==> config.mk <==
export PLATFORM = sky130hd
export DESIGN_NAME = sync_fifo_param_flat
export DESIGN_NICKNAME = d
export VERILOG_FILES = /design/src/rtl/sync_fifo_param_if.sv /design/src/rtl/sync_fifo_param.sv /design/src/flat_wrapper.sv
export SDC_FILE = /design/constraint.sdc
export NUM_CORES = 1
export LEC_CHECK = 0
export ABC_AREA = 1
export BUFFER_PORTS_ARGS = -buffer_cell sky130_fd_sc_hd__buf_2
export CAP_MARGIN = 20
export CORE_ASPECT_RATIO = 1.2
export CORE_MARGIN = 1.5
export CORE_UTILIZATION = 43
export DETAILED_ROUTE_END_ITERATION = 12
export GPL_TIMING_DRIVEN = 0
export MAX_ROUTING_LAYER = met4
export PLACE_DENSITY = 0.61
export SYNTH_ARGS = -nofsm -noshare
export SYNTH_HDL_FRONTEND = slang
export SYNTH_SLANG_ARGS = --single-unit
==> constraint.sdc <==
create_clock -name clk -period 3.89 [get_ports clk]
set_input_delay 0 -clock clk [delete_from_list [all_inputs] [get_ports clk]]
set_output_delay 0 -clock clk [all_outputs]
set_load 0.02 [all_outputs]
==> src/rtl/sync_fifo_param_if.sv <==
// Handshake and status bundle for sync_fifo_param.
// master drives requests; slave is the FIFO itself.
interface sync_fifo_param_if #(
    parameter int DATA_WIDTH = 8,
    parameter int DEPTH      = 8
);
    localparam int AW = $clog2(DEPTH);

    logic                  w_en;
    logic [DATA_WIDTH-1:0] data_in;
    logic                  r_en;
    logic [DATA_WIDTH-1:0] data_out;
    logic                  full;
    logic                  empty;
    logic                  almost_full;
    logic                  almost_empty;
    logic [AW:0]           count;
    logic                  err_clr;
    logic                  overflow;
    logic                  underflow;

    modport master (
        output w_en, data_in, r_en, err_clr,
        input  data_out, full, empty, almost_full, almost_empty,
        input  count, overflow, underflow
    );

    modport slave (
        input  w_en, data_in, r_en, err_clr,
        output data_out, full, empty, almost_full, almost_empty,
        output count, overflow, underflow
    );
endinterface

==> src/rtl/sync_fifo_param.sv <==
// Parametrised single-clock FIFO with thresholds, fill count and sticky errors.
// Define SYNC_FIFO_PARAM_FWFT_EN for first-word-fall-through reads.
module sync_fifo_param #(
    parameter int DATA_WIDTH = 8,
    parameter int DEPTH      = 8,
    parameter int AF_LEVEL   = DEPTH - 2,
    parameter int AE_LEVEL   = 2
) (
    input  logic               clk,
    input  logic               arst,
    sync_fifo_param_if.slave   bus
);
    localparam int AW = $clog2(DEPTH);
    localparam logic [AW:0] DEPTH_C = (AW+1)'(DEPTH);
    localparam logic [AW:0] AF_C    = (AW+1)'(AF_LEVEL);
    localparam logic [AW:0] AE_C    = (AW+1)'(AE_LEVEL);
    localparam logic [AW:0] ONE     = {{AW{1'b0}}, 1'b1};

    logic [DATA_WIDTH-1:0] mem [DEPTH];
    logic [AW:0]           wptr;
    logic [AW:0]           rptr;
    logic [AW:0]           cnt;
    logic                  ovf;
    logic                  unf;
    logic                  is_full;
    logic                  is_empty;
    logic                  wr_ok;
    logic                  rd_ok;
    logic [AW-1:0]         widx;
    logic [AW-1:0]         ridx;

    // Flags come from the registered count only, never from w_en/r_en.
    assign is_full  = (cnt == DEPTH_C);
    assign is_empty = (cnt == '0);
    assign wr_ok    = bus.w_en && !is_full;
    assign rd_ok    = bus.r_en && !is_empty;
    assign widx     = wptr[AW-1:0];
    assign ridx     = rptr[AW-1:0];

    always_ff @(posedge clk) begin
        if (wr_ok) begin
            mem[widx] <= bus.data_in;
        end
    end

    always_ff @(posedge clk or posedge arst) begin
        if (arst) begin
            wptr <= '0;
            rptr <= '0;
            cnt  <= '0;
        end else begin
            if (wr_ok) begin
                wptr <= wptr + ONE;
            end
            if (rd_ok) begin
                rptr <= rptr + ONE;
            end
            unique case ({wr_ok, rd_ok})
                2'b10:   cnt <= cnt + ONE;
                2'b01:   cnt <= cnt - ONE;
                default: cnt <= cnt;
            endcase
        end
    end

    // A new error at the same edge as err_clr stays set.
    always_ff @(posedge clk or posedge arst) begin
        if (arst) begin
            ovf <= 1'b0;
            unf <= 1'b0;
        end else begin
            if (bus.w_en && is_full) begin
                ovf <= 1'b1;
            end else if (bus.err_clr) begin
                ovf <= 1'b0;
            end
            if (bus.r_en && is_empty) begin
                unf <= 1'b1;
            end else if (bus.err_clr) begin
                unf <= 1'b0;
            end
        end
    end

`ifdef SYNC_FIFO_PARAM_FWFT_EN
    assign bus.data_out = is_empty ? '0 : mem[ridx];
`else
    logic [DATA_WIDTH-1:0] dout;

    always_ff @(posedge clk or posedge arst) begin
        if (arst) begin
            dout <= '0;
        end else if (rd_ok) begin
            dout <= mem[ridx];
        end
    end

    assign bus.data_out = dout;
`endif

    assign bus.full         = is_full;
    assign bus.empty        = is_empty;
    assign bus.almost_full  = (cnt >= AF_C);
    assign bus.almost_empty = (cnt <= AE_C);
    assign bus.count        = cnt;
    assign bus.overflow     = ovf;
    assign bus.underflow    = unf;
endmodule
==> src/flat_wrapper.sv <==
// flat-port wrapper written by rule: the top's interface ports become plain ports
module sync_fifo_param_flat 
#(
    parameter int DATA_WIDTH = 8,
    parameter int DEPTH      = 8,
    parameter int AF_LEVEL   = DEPTH - 2,
    parameter int AE_LEVEL   = 2
)
  (clk, arst, bus_w_en, bus_data_in, bus_r_en, bus_err_clr, bus_data_out, bus_full, bus_empty, bus_almost_full, bus_almost_empty, bus_count, bus_overflow, bus_underflow);
  sync_fifo_param_if #(.DATA_WIDTH(DATA_WIDTH), .DEPTH(DEPTH)) bus_i ();
  input  logic clk;
  input  logic arst;
  input wire logic [$bits(bus_i.w_en)-1:0] bus_w_en;
  input wire logic [$bits(bus_i.data_in)-1:0] bus_data_in;
  input wire logic [$bits(bus_i.r_en)-1:0] bus_r_en;
  input wire logic [$bits(bus_i.err_clr)-1:0] bus_err_clr;
  output wire logic [$bits(bus_i.data_out)-1:0] bus_data_out;
  output wire logic [$bits(bus_i.full)-1:0] bus_full;
  output wire logic [$bits(bus_i.empty)-1:0] bus_empty;
  output wire logic [$bits(bus_i.almost_full)-1:0] bus_almost_full;
  output wire logic [$bits(bus_i.almost_empty)-1:0] bus_almost_empty;
  output wire logic [$bits(bus_i.count)-1:0] bus_count;
  output wire logic [$bits(bus_i.overflow)-1:0] bus_overflow;
  output wire logic [$bits(bus_i.underflow)-1:0] bus_underflow;
  assign bus_i.w_en = bus_w_en;
  assign bus_i.data_in = bus_data_in;
  assign bus_i.r_en = bus_r_en;
  assign bus_i.err_clr = bus_err_clr;
  assign bus_data_out = bus_i.data_out;
  assign bus_full = bus_i.full;
  assign bus_empty = bus_i.empty;
  assign bus_almost_full = bus_i.almost_full;
  assign bus_almost_empty = bus_i.almost_empty;
  assign bus_count = bus_i.count;
  assign bus_overflow = bus_i.overflow;
  assign bus_underflow = bus_i.underflow;
  sync_fifo_param #(.DATA_WIDTH(DATA_WIDTH), .DEPTH(DEPTH), .AF_LEVEL(AF_LEVEL), .AE_LEVEL(AE_LEVEL)) u_core (.clk(clk), .arst(arst), .bus(bus_i));
endmodule
=== After elaboration in Yosys (flattened, before gate mapping) ===
Memory sizes are Yosys's and may differ from the RTL's. A register that Yosys moved wholly into a read port is not among the register bits.
Index checks and enable logic that the tools add are counted.

* Add/subtract/negate cells: 4
* $lt $le $gt $ge: 2
* Eq/ne operators: 3
* Multiplexer cells: 6
* Reductions and logical operators: 10

{| class="wikitable"
|+ Operator list
! cell !! number
|-
| $add A4 B1 Y4 const B || 3
|-
| $pmux W4 S2 || 1
|-
| $reduce_bool A2 Y1 || 3
|-
| $mux W1 || 5
|-
| $eq A4 B4 Y1 const B || 1
|-
| $ge A4 B3 Y1 const B || 1
|-
| $le A4 B2 Y1 const B || 1
|-
| $logic_and A1 B1 Y1 || 4
|-
| $logic_not A4 Y1 || 1
|-
| $sub A4 B1 Y4 const B || 1
|-
| $eq A2 B1 Y1 const B || 1
|-
| $eq A2 B2 Y1 const B || 1
|-
| $logic_not A1 Y1 || 2
|}

* Register bits: 14
* RAM bits: 64
* Memories kept: 1

{| class="wikitable"
|+ Memory list
! memory !! depth !! bits a word !! rd ports !! clocked after memory_dff !! write ports !! line !! source
|-
| u_core.mem || 8 || 8 || 1 || 1 || 1 || sync_fifo_param.sv:19 || <nowiki>logic [DATA_WIDTH-1:0] mem [DEPTH];</nowiki>
|}

=== Depth between registers and ports, before layout ===
Gate-level depths: netlist of run 1.

* Depth in word-level cells: 5
* Depth in mapped cells: 14
* Mapped depth without buffers: 13

=== Least setup slack after synthesis of run 1 ===
OpenSTA, ideal clock, no wires.

* Path kind: register to register
* Start: register u_core.cnt[0] (netlist: u_core.bus.count[0])
* End: register u_core.cnt[2] (netlist: u_core.bus.count[2])
* Arrival: 1.970 ns
* Data required time: 3.807 ns
* Slack: 1.838 ns
* Stages on the path, launching flop included: 14
* Path buffers: 1
* Period minus slack after synthesis: 2.052 ns
* Cells stage by stage: dfrtp_1 -> nor2_2 -> nand2_2 -> nand2_4 -> inv_4 -> buf_12 -> ha_1 -> nand2_1 -> inv_1 -> nor2_1 -> ha_1 -> a21oi_1 -> xor2_1 -> o21ai_0

* Word-level cells in the longest chain between the ends: 5

{| class="wikitable"
|+ Ends and longest elaborated chain
! element !! line !! source
|-
| start: declaration || sync_fifo_param.sv:22 || <nowiki>logic [AW:0] cnt;</nowiki>
|-
| start signal: assignment || sync_fifo_param.sv:59 || <nowiki>2'b10: cnt <= cnt + ONE;</nowiki>
|-
| start signal: assignment || sync_fifo_param.sv:60 || <nowiki>2'b01: cnt <= cnt - ONE;</nowiki>
|-
| start signal: assignment || sync_fifo_param.sv:61 || <nowiki>default: cnt <= cnt;</nowiki>
|-
| $logic_not A4 Y1 * || sync_fifo_param.sv:34 || <nowiki>assign is_empty = (cnt == '0);</nowiki>
|-
| $logic_not A1 Y1 * || sync_fifo_param.sv:36 || <nowiki>assign rd_ok = bus.r_en && !is_empty;</nowiki>
|-
| $logic_and A1 B1 Y1 * || sync_fifo_param.sv:36 ||
|-
| via u_core.rd_ok || sync_fifo_param.sv:28 || <nowiki>logic rd_ok;</nowiki>
|-
| $eq A2 B1 Y1 or $eq A2 B2 Y1 (tied branches) || sync_fifo_param.sv:58 || <nowiki>unique case ({wr_ok, rd_ok})</nowiki>
|-
| $pmux W4 S2 or $reduce_bool A2 Y1 (tied branches) || - ||
|}

The timed path passes the listed nets; every way through them passes the cells marked *.
A chain may end at the register's enable or synchronous reset.

=== Final worst setup path of run 1 ===
Same ends and word-level chain as after synthesis.

==> results of run 1 <==
==> synthesized netlist by cell type (all sizes together) <==
library cell / instances
o21ai: 38
a21oi: 1
nand2: 46
dfrtp: 20
edfxtp: 64
buf: 9
nand3: 28
clkbuf: 3
inv: 17
clkinv: 1
xnor2: 2
ha: 5
xor2: 4
or2: 1
nor2: 78
==> routing by layer <==
| metal | part of all wire, % | up-vias |
|---|---|---|
| met5 | 0 | - |
| met4 | 1.8 | 0 |
| met3 | 4.7 | 11 |
| met2 | 49 | 77 |
| met1 | 44 | 1102 |
| li1 | - | 1173 |
==> power by group through the flow <==
| stage | sequential, mW | clock [mW] | combinational (mW) |
|---|---|---|---|
| global route | 1.30 | 0.743 | 1.40 |
| global placement | 1.29 | 0 | 1.22 |
| floorplan | 1.37 | 0 | 0.816 |
| finish | 1.28 | 0.696 | 1.25 |
| detailed placement | 1.30 | 0 | 1.24 |
| CTS | 1.28 | 0.707 | 1.26 |
==> worst paths after layout <==
| check | end | slack [ns] | depth (start not counted) | from |
|---|---|---|---|---|
| min in group asynchronous | u_core.bus.data_out[0]$_DFFE_PP0P_ | 0.31 | 3 | arst |
| max in group asynchronous | u_core.wptr[1]$_DFFE_PP0P_ | 3.08 | 3 | arst |
| setup / recovery | u_core.bus.count[2]$_DFFE_PP0P_ | 1.76 | 13 | u_core.bus.count[0]$_DFFE_PP0P_ |
| hold / removal | u_core.bus.data_out[0]$_DFFE_PP0P_ | 0.005 | 4 | bus_r_en |
| setup reg to reg | u_core.bus.count[2]$_DFFE_PP0P_ | 1.76 | 13 | u_core.bus.count[0]$_DFFE_PP0P_ |
| hold reg to reg | u_core.bus.data_out[6]$_DFFE_PP0P_ | 0.48 | 2 | u_core.bus.data_out[6]$_DFFE_PP0P_ |
==> cells by family (layout without fill, tap and decap cells) <==
family | count (synthesis) | count (layout)
xor+xnor | 6 | 6
compound gates | 39 | 39
flops | 84 | 84
buf+inv | 30 | 88
fa+ha+maj | 5 | 5
simple gates | 153 | 153
==> layout make-up <==
class | instances | area [sq um] | share of cell area [%]
Sequential cell | 84 | 2420 | 58.0
Inverter | 18 | 70.1 | 1.68
Timing Repair Buffer | 42 | 270 | 6.47
Tap cell | 95 | 119 | 2.85
Clock inverter | 6 | 96.3 | 2.31
Clock buffer | 10 | 128 | 3.06
Multi-Input combinational cell | 203 | 966 | 23.1
Buffer | 12 | 105 | 2.52
==> what timing repair did <==
item	4_1_cts	5_1_grt
hold buffers	12	0
hold endpoints to repair	87	0
buffers inserted	0	0
==> stage by stage <==
stage / setup slack (ns) / std cells / total power, mW / hold slack, ns / util, %
after floorplan: 1.84 / 317 / 2.18 / -0.0362 / -
after global placement: 1.79 / 442 / 2.51 / 0.174 / 47.5
after detailed placement: 1.77 / 442 / 2.54 / 0.182 / 47.5
after CTS: 1.74 / 470 / 3.25 / 0.00119 / 51.8
after global routing: 1.55 / 470 / 3.44 / 0.0321 / 51.8
final: 1.76 / 470 / 3.22 / 0.00541 / 51.8
==> state kept, by name, indices dropped and copies added (netlist names) <==
signal                flops
u_core.bus.underflow      1
u_core.bus.data_out       8
u_core.bus.count          4
u_core.bus.overflow       1
u_core.rptr               3
u_core.mem               64
u_core.wptr               3
==> worst reg2reg max path, delay by kind of cell (launching register included) <==
kind	cells	cell delay, ns
buffers and inverters	3	0.25
and+or+nand+nor	5	0.60
xor gates and xnor gates	1	0.17
adders and majority gates	2	0.39
AOI/OAI and AO/OA	2	0.17
DFF	1	0.47
==> impl_metrics.toml, run 1 <==
[grt]
grt_pass1_wl_mm = 11.1
grt_usage_pct = 18.0
gr-usage-met2_pct = 29.3
antenna_found_initial = 0
use_met3_pct = 3.60
overflow = 0
first_global_vias = 2259
busiest_layer = "met2"
grt_use_met1_pct = 21.6
grt_max_degree = 21

[synth]
yosys.area.top_type = "edfxtp_1"
syn_avg_cell_area_sq_um = 11.2
synth_top_family_by_area = "simple AND/OR/NAND/NOR gates"
synth_top_cell_area_share_pct = 53.9
synth_fa_ha_area_share_pct = 1.76
synth_compound_area_share_pct = 5.58
ys_ff_latch = 84
ys_types = 25
ys_seq_area_share_pct = 68.0
syn_inst = 317
synth_area_sq_mm = 0.00356
synth_xor_area_share_pct = 1.47
muxShareOfSynthArea_pct = 0
yosys.area_share.simple_pct = 18.3
synth_area_leaders = "edfxtp_1 (54%), dfrtp_1 (14%), nor2_1 (8.0%), o21ai_0 (5.2%), nand2_1 (4.5%)"
synthesis.nets = 335
yosys_warnings = 0

[clock_network]
post_cts_resized = 0
path_clk_slew_ns = 0.10
cts_tree = "yes"
cts_max_level = 3
cts.sinks = 84
clock_latency_ns = 0.36
cts-root-buf = "clkbuf_8"
clock_path_buffers = 2
cts_buffers = 9

[routing]
drc = 0
post_drt_wl_per_cell_um = 15.2
drt_first_pass_iters = 4
ant_nets = 0
dr.first_iter.drc_count = 134
via_per_inst = 5.03
wirelength_mm = 7.15
num_vias = 2363

[die]
fp.coreArea_sq_mm = 0.00806
die_h_um = 103
dieWidth_um = 86.1
dieArea_sq_mm = 0.00884
ioPinCount = 31
initial_utilization_pct = 44.2
rows = 36

[timing]
setup_viol_count_final = 0
period_needed_ns = 2.13
finalHoldViolCount = 0
skew_ns = 0.0119
rsz0062_at_grt = "no"
fin_crit_sh_pct = 54.8
setup_tns_ns = 0
worst_pin_slew_ns = 0.899
fmax_mhz = 469
slew_viol_final = 0
slew_headroom_pct = 39.8

[critical_path]
worst_ep_arrival_time_ns = 2.41
critical-path-top-delay-family = "simple AND/OR/NAND/NOR gates"
crit_required_ns = 4.17
start_kind = "register"
path_max_fanout = 11
slowest_stage = "dfrtp_1"
timing.critical_path.buf_inv = 3
cpPeakStageDelay_ns = 0.47
critical_path_class = "reg2reg"
crit_top_cell = "ha_1"
path_cells = "nor2_2 -> nand2_2 -> nand2_4 -> inv_4 -> buf_12 -> ha_1 -> nand2_1 -> inv_1 -> nor2_1 -> ha_1 -> a21oi_1 -> xor2_1 -> o21ai_0"
endpoint_kind = "register"

[run]
cap_viol_max_count = 0

[power_and_ir_drop]
vdd_drop_max_mv = 0.219
p_leak_nw = 1.70
powerDensity_mw_per_mm2 = 771
intPower_mw = 1.99
switching_share_pct = 38.3
clkPwrFrac_pct = 21.6
pwr-share-seq_pct = 39.6
power.share.combinational_pct = 38.8
switchingPower_mw = 1.23

[worst_hold_path]
hold_class = "in2reg"

[placed_design]
portBuffers = 30
dp_hpwl_mm = 4.89
gp_congestion = 0.835
postPlaceCellArea_sq_mm = 0.00383

[cells_and_area]
diodes = 0
fillers = 735
area_growth_pct = 17.2
final_area_sq_mm = 0.00418
layout-drive-gt1-share_pct = 18.9
final_common_cell = "nor2_1"
layout_common_cells = "nor2_1 (76), edfxtp_1 (64), nand2_1 (43), o21ai_0 (37), buf_2 (32)"
fin_nets = 388

[outcome]
outcome = "completed"
No activity file was read; power rests on OpenSTA's default activity.
==> run 2, diff against run 1 <==
==> constraint.sdc (replaced) <==
create_clock -name clk -period 2.1 [get_ports clk]
set_input_delay 0 -clock clk [delete_from_list [all_inputs] [get_ports clk]]
set_output_delay 0 -clock clk [all_outputs]
set_load 0.02 [all_outputs]
==> impl_metrics.toml, run 2 (synthesis gave the netlist of run 1 again) <==
[timing]
finalHoldViolCount = 0
slew_viol_final = 0
worst_pin_slew_ns = 0.815
fin_crit_sh_pct = 99.0
skew_ns = 0.0153
slew_headroom_pct = 45.5
setup_tns_ns = 0
fmax_mhz = 481
setup_viol_count_final = 0
rsz0062_at_grt = "yes"
period_needed_ns = 2.08

[critical_path]
crit_top_cell = "ha_1"
path_max_fanout = 11
crit_required_ns = 2.34
start_kind = "register"
critical_path_class = "reg2reg"
endpoint_kind = "register"
slowest_stage = "dfrtp_2"
timing.critical_path.buf_inv = 2
cpPeakStageDelay_ns = 0.45
path_cells = "nor2_4 -> nand2_2 -> nand2_4 -> inv_4 -> buf_12 -> ha_1 -> nor2_1 -> nor2_2 -> ha_1 -> a21oi_2 -> xor2_1 -> o21ai_0"
critical-path-top-delay-family = "simple AND/OR/NAND/NOR gates"
worst_ep_arrival_time_ns = 2.32

[grt]
overflow = 0
grt_usage_pct = 18.0
first_global_vias = 2259
grt_max_degree = 21
antenna_found_initial = 0
grt_pass1_wl_mm = 11.1

[die]
dieWidth_um = 86.1
fp.coreArea_sq_mm = 0.00806
die_h_um = 103
rows = 36
dieArea_sq_mm = 0.00884
ioPinCount = 31
initial_utilization_pct = 44.2

[routing]
ant_nets = 0
drt_first_pass_iters = 4
drc = 0
num_vias = 2385
dr.first_iter.drc_count = 133
via_per_inst = 4.97
wirelength_mm = 7.33
post_drt_wl_per_cell_um = 15.3

[placed_design]
dp_hpwl_mm = 4.89
postPlaceCellArea_sq_mm = 0.00383
portBuffers = 30
gp_congestion = 0.835
dp_cells = 442

[cells_and_area]
diodes = 0
layout_common_cells = "nor2_1 (72), edfxtp_1 (64), nand2_1 (43), o21ai_0 (37), buf_2 (32)"
fin_nets = 398
final_area_sq_mm = 0.00428
fin_util_pct = 53.1
largest-register = "u_core.mem"
final_common_cell = "nor2_1"
area_growth_pct = 20.2
finalNonFillerCells = 480
largest_reg_flops = 64
layout-drive-gt1-share_pct = 23.1

[run]
cap_viol_max_count = 0

[clock_network]
cts_tree = "yes"
clock_latency_ns = 0.37
clock_path_buffers = 2
cts.sinks = 84
cts_buffers = 9
cts-root-buf = "clkbuf_8"
path_clk_slew_ns = 0.10
cts_max_level = 3

[power_and_ir_drop]
vdd_drop_max_mv = 0.413
powerDensity_mw_per_mm2 = 1430
p_leak_nw = 1.74

[worst_hold_path]
hold_class = "in2async"

[outcome]
outcome = "completed"
run 2: changes by cell type in the layout (fill, tap and decap cells not counted), sizes merged:
cell         change
buf              +9
dlygate4sd3      +1
run 2: path summary, 6_finish.rpt:
check / cells past startpoint / from / end / slack, ns
max: 12 / u_core.bus.count[2]$_DFFE_PP0P_ / u_core.bus.count[2]$_DFFE_PP0P_ / 0.02
min: 3 / arst / u_core.bus.data_out[0]$_DFFE_PP0P_ / 0.30
max reg2reg: 12 / u_core.bus.count[2]$_DFFE_PP0P_ / u_core.bus.count[2]$_DFFE_PP0P_ / 0.02
min reg2reg: 2 / u_core.bus.data_out[6]$_DFFE_PP0P_ / u_core.bus.data_out[6]$_DFFE_PP0P_ / 0.48
max in group asynchronous: 3 / arst / u_core.bus.count[3]$_DFFE_PP0P_ / 1.25
min in group clk: 3 / bus_err_clr / u_core.bus.overflow$_DFFE_PP0P_ / 0.39
run 2: tightest hold or removal path, delay by kind of cell:
kind                   cells  cell delay [ns]
buffers and inverters      3             1.21
run 2: layer usage:
metal / up-vias / track usage, % / share of wire, %
met4: 0 / 8.68 / 1.7
met3: 12 / 3.60 / 5.1
met5: - / - / 0
met2: 61 / 29.3 / 50
li1: 1193 / - / -
met1: 1119 / 21.6 / 43
run 2: through the flow:
stage	setup slack (ns)	hold slack [ns]	power (mW)
after global placement	-0.00389	0.174	4.65
after floorplan	0.0476	-0.0362	4.04
after global routing	-0.156	0.402	6.55
after detailed placement	-0.0200	0.182	4.70
after CTS	-0.0267	0.00119	6.02
final	0.0213	0.302	6.13
run 2: what timing repair did:
item                                    4_1_cts  5_1_grt
resized for setup                             3        8
setup buffers                                 0        9
endpoints found under the setup margin        9       51
hold buffers                                 12        1
endpoints found under the hold margin        87        2
pin swaps                                     0        1
run 2: cell type report:
type | instances | area, sq um
Buffer | 12 | 105
Clock buffer | 10 | 128
Clock inverter | 6 | 96.3
Fill cell | 723 | 3780
Inverter | 18 | 70.1
Multi-Input combinational cell | 203 | 990
Sequential cell | 84 | 2430
Tap cell | 95 | 119
Timing Repair Buffer | 52 | 348
run 2: where the power goes:
| group | internal (mW) | leakage (nW) | total (mW) | switching (mW) |
|---|---|---|---|---|
| Clock | 0.685 | 0.109 | 1.29 | 0.609 |
| Sequential | 2.18 | 0.820 | 2.38 | 0.195 |
| Combinational | 0.916 | 0.815 | 2.46 | 1.54 |
==> run 3, diff against run 2 <==
--- a/config.mk
+++ b/config.mk
@@ -15,6 +15,7 @@
 export GPL_TIMING_DRIVEN = 0
 export MAX_ROUTING_LAYER = met4
 export PLACE_DENSITY = 0.61
+export SKIP_CTS_REPAIR_TIMING = 1
 export SYNTH_ARGS = -nofsm -noshare
 export SYNTH_HDL_FRONTEND = slang
 export SYNTH_SLANG_ARGS = --single-unit
==> constraint.sdc (replaced) <==
create_clock -name clk -period 2.1 [get_ports clk]
set_input_delay 0.21 -clock clk [delete_from_list [all_inputs] [get_ports clk]]
set_output_delay 0.21 -clock clk [all_outputs]
set_load 0.02 [all_outputs]
==> impl_metrics.toml, run 3 (synthesis gave the netlist of run 1 again) <==
[outcome]
violations = "negative hold slack"
outcome = "complete, but fails checks"

[placed_design]
postPlaceCellArea_sq_mm = 0.00383
dp_slack_ns = -0.0200
portBuffers = 30
dp_hpwl_mm = 4.89
gp_congestion = 0.835

[critical_path]
critical_path_class = "reg2reg"
regToRegEndpoint = "u_core.bus.count[2]$_DFFE_PP0P_"
start_kind = "register"
reg2reg_slack_ns = 0.03
crit_required_ns = 2.34
endpoint_kind = "register"
worst_ep_arrival_time_ns = 2.31
worstSetupEndpoint = "u_core.bus.count[2]$_DFFE_PP0P_"
reg2reg_from = "u_core.bus.count[2]$_DFFE_PP0P_"
r2r_cells = 12
path_max_fanout = 11
critPathLaunch = "u_core.bus.count[2]$_DFFE_PP0P_"

[clock_network]
cts-root-buf = "clkbuf_8"
cts_max_level = 3
cts_buffers = 9
clock_path_buffers = 2
cts_tree = "yes"
path_clk_slew_ns = 0.10
cts.sinks = 84
clock_latency_ns = 0.37

[grt]
grt_max_degree = 21
first_global_vias = 2219
grt_usage_pct = 17.9
antenna_found_initial = 0
overflow = 0
grt_pass1_wl_mm = 11.1

[power_and_ir_drop]
power.share.combinational_pct = 39.9
p_leak_nw = 1.69
vdd_drop_max_mv = 0.409
powerDensity_mw_per_mm2 = 1470
switchingPower_mw = 2.35
total_power_mw = 6.11
clkPwrFrac_pct = 21.2
pwr-share-seq_pct = 38.9
intPower_mw = 3.76
switching_share_pct = 38.4

[worst_hold_path]
hold_class = "in2async"

[routing]
wirelength_mm = 7.23
drt_first_pass_iters = 4
post_drt_wl_per_cell_um = 15.5
dr.first_iter.drc_count = 145
ant_nets = 0
num_vias = 2348
drc = 0
via_per_inst = 5.03

[die]
fp.coreArea_sq_mm = 0.00806
rows = 36
die_h_um = 103
dieWidth_um = 86.1
ioPinCount = 31
initial_utilization_pct = 44.2
dieArea_sq_mm = 0.00884

[timing]
rsz0062_at_grt = "yes"
fin_crit_sh_pct = 98.4
setup_tns_ns = 0
fmax_mhz = 484
slew_headroom_pct = 43.6
slew_viol_final = 0
period_needed_ns = 2.07
setup_ws_ns = 0.0339
whs_ns = -0.0315
skew_ns = 0.0143
finalHoldViolCount = 20
worst_pin_slew_ns = 0.843
setup_viol_count_final = 0

[cells_and_area]
final_area_sq_mm = 0.00415
fin_util_pct = 51.5
largest_reg_flops = 64
diodes = 0
final_common_cell = "nor2_1"
layout_common_cells = "nor2_1 (72), edfxtp_1 (64), nand2_1 (43), o21ai_0 (37), buf_2 (32)"
largest-register = "u_core.mem"
layout-drive-gt1-share_pct = 23.9
area_growth_pct = 16.5
fin_nets = 385

[run]
cap_viol_max_count = 0
[run 3: worst min path at each step]
stage,end,startpoint,cells after the start
after global routing,u_core.bus.data_out[0]$_DFFE_PP0P_,arst,2
after global placement,u_core.bus.data_out[0]$_DFFE_PP0P_,arst,2
after CTS,u_core.bus.data_out[0]$_DFFE_PP0P_,arst,2
final,u_core.bus.data_out[0]$_DFFE_PP0P_,arst,2
after detailed placement,u_core.bus.data_out[0]$_DFFE_PP0P_,arst,2
after floorplan,u_core.bus.count[0]$_DFFE_PP0P_,arst,1
[run 3: stage by stage]
stage	instances	hold slack (ns)
2_1_floorplan	317	0.174
3_3_place_gp	442	0.384
3_5_place_dp	442	0.392
4_1_cts	458	-0.00721
5_1_grt	467	0.0504
6_report	467	-0.0315
[run 3: power by group through the flow]
stage / registers, mW / logic [mW] / clock network [mW]
global placement: 2.39 / 2.25 / 0
CTS: 2.37 / 2.31 / 1.31
global route: 2.42 / 2.72 / 1.38
floorplan: 2.53 / 1.51 / 0
finish: 2.38 / 2.44 / 1.29
detailed placement: 2.40 / 2.30 / 0
[run 3: cell type report]
| type | instances | area (sq um) |
|---|---|---|
| multi-input combinational | 203 | 990 |
| tap | 95 | 119 |
| fill | 731 | 3910 |
| timing repair buffer | 39 | 218 |
| buffer | 12 | 105 |
| clock buffer | 10 | 128 |
| sequential | 84 | 2430 |
| inverter | 18 | 70.1 |
| clock inverter | 6 | 96.3 |
[run 3: worst max-delay path, stage by stage (launching register included)]
cell,delay [ns]
dfrtp_2,0.46
nor2_4,0.14
nand2_2,0.09
nand2_4,0.12
inv_4,0.05
buf_12,0.14
ha_1,0.23
nor2_1,0.13
nor2_2,0.07
ha_1,0.19
a21oi_2,0.12
xor2_1,0.14
o21ai_0,0.08
[run 3: layer usage]
layer	up-vias	part of all wire, %	track usage, %
met2	64	50	29.0
met4	0	2.2	8.68
met3	15	4.4	3.60
met1	1104	44	21.5
met5	-	0	-
li1	1165	-	-
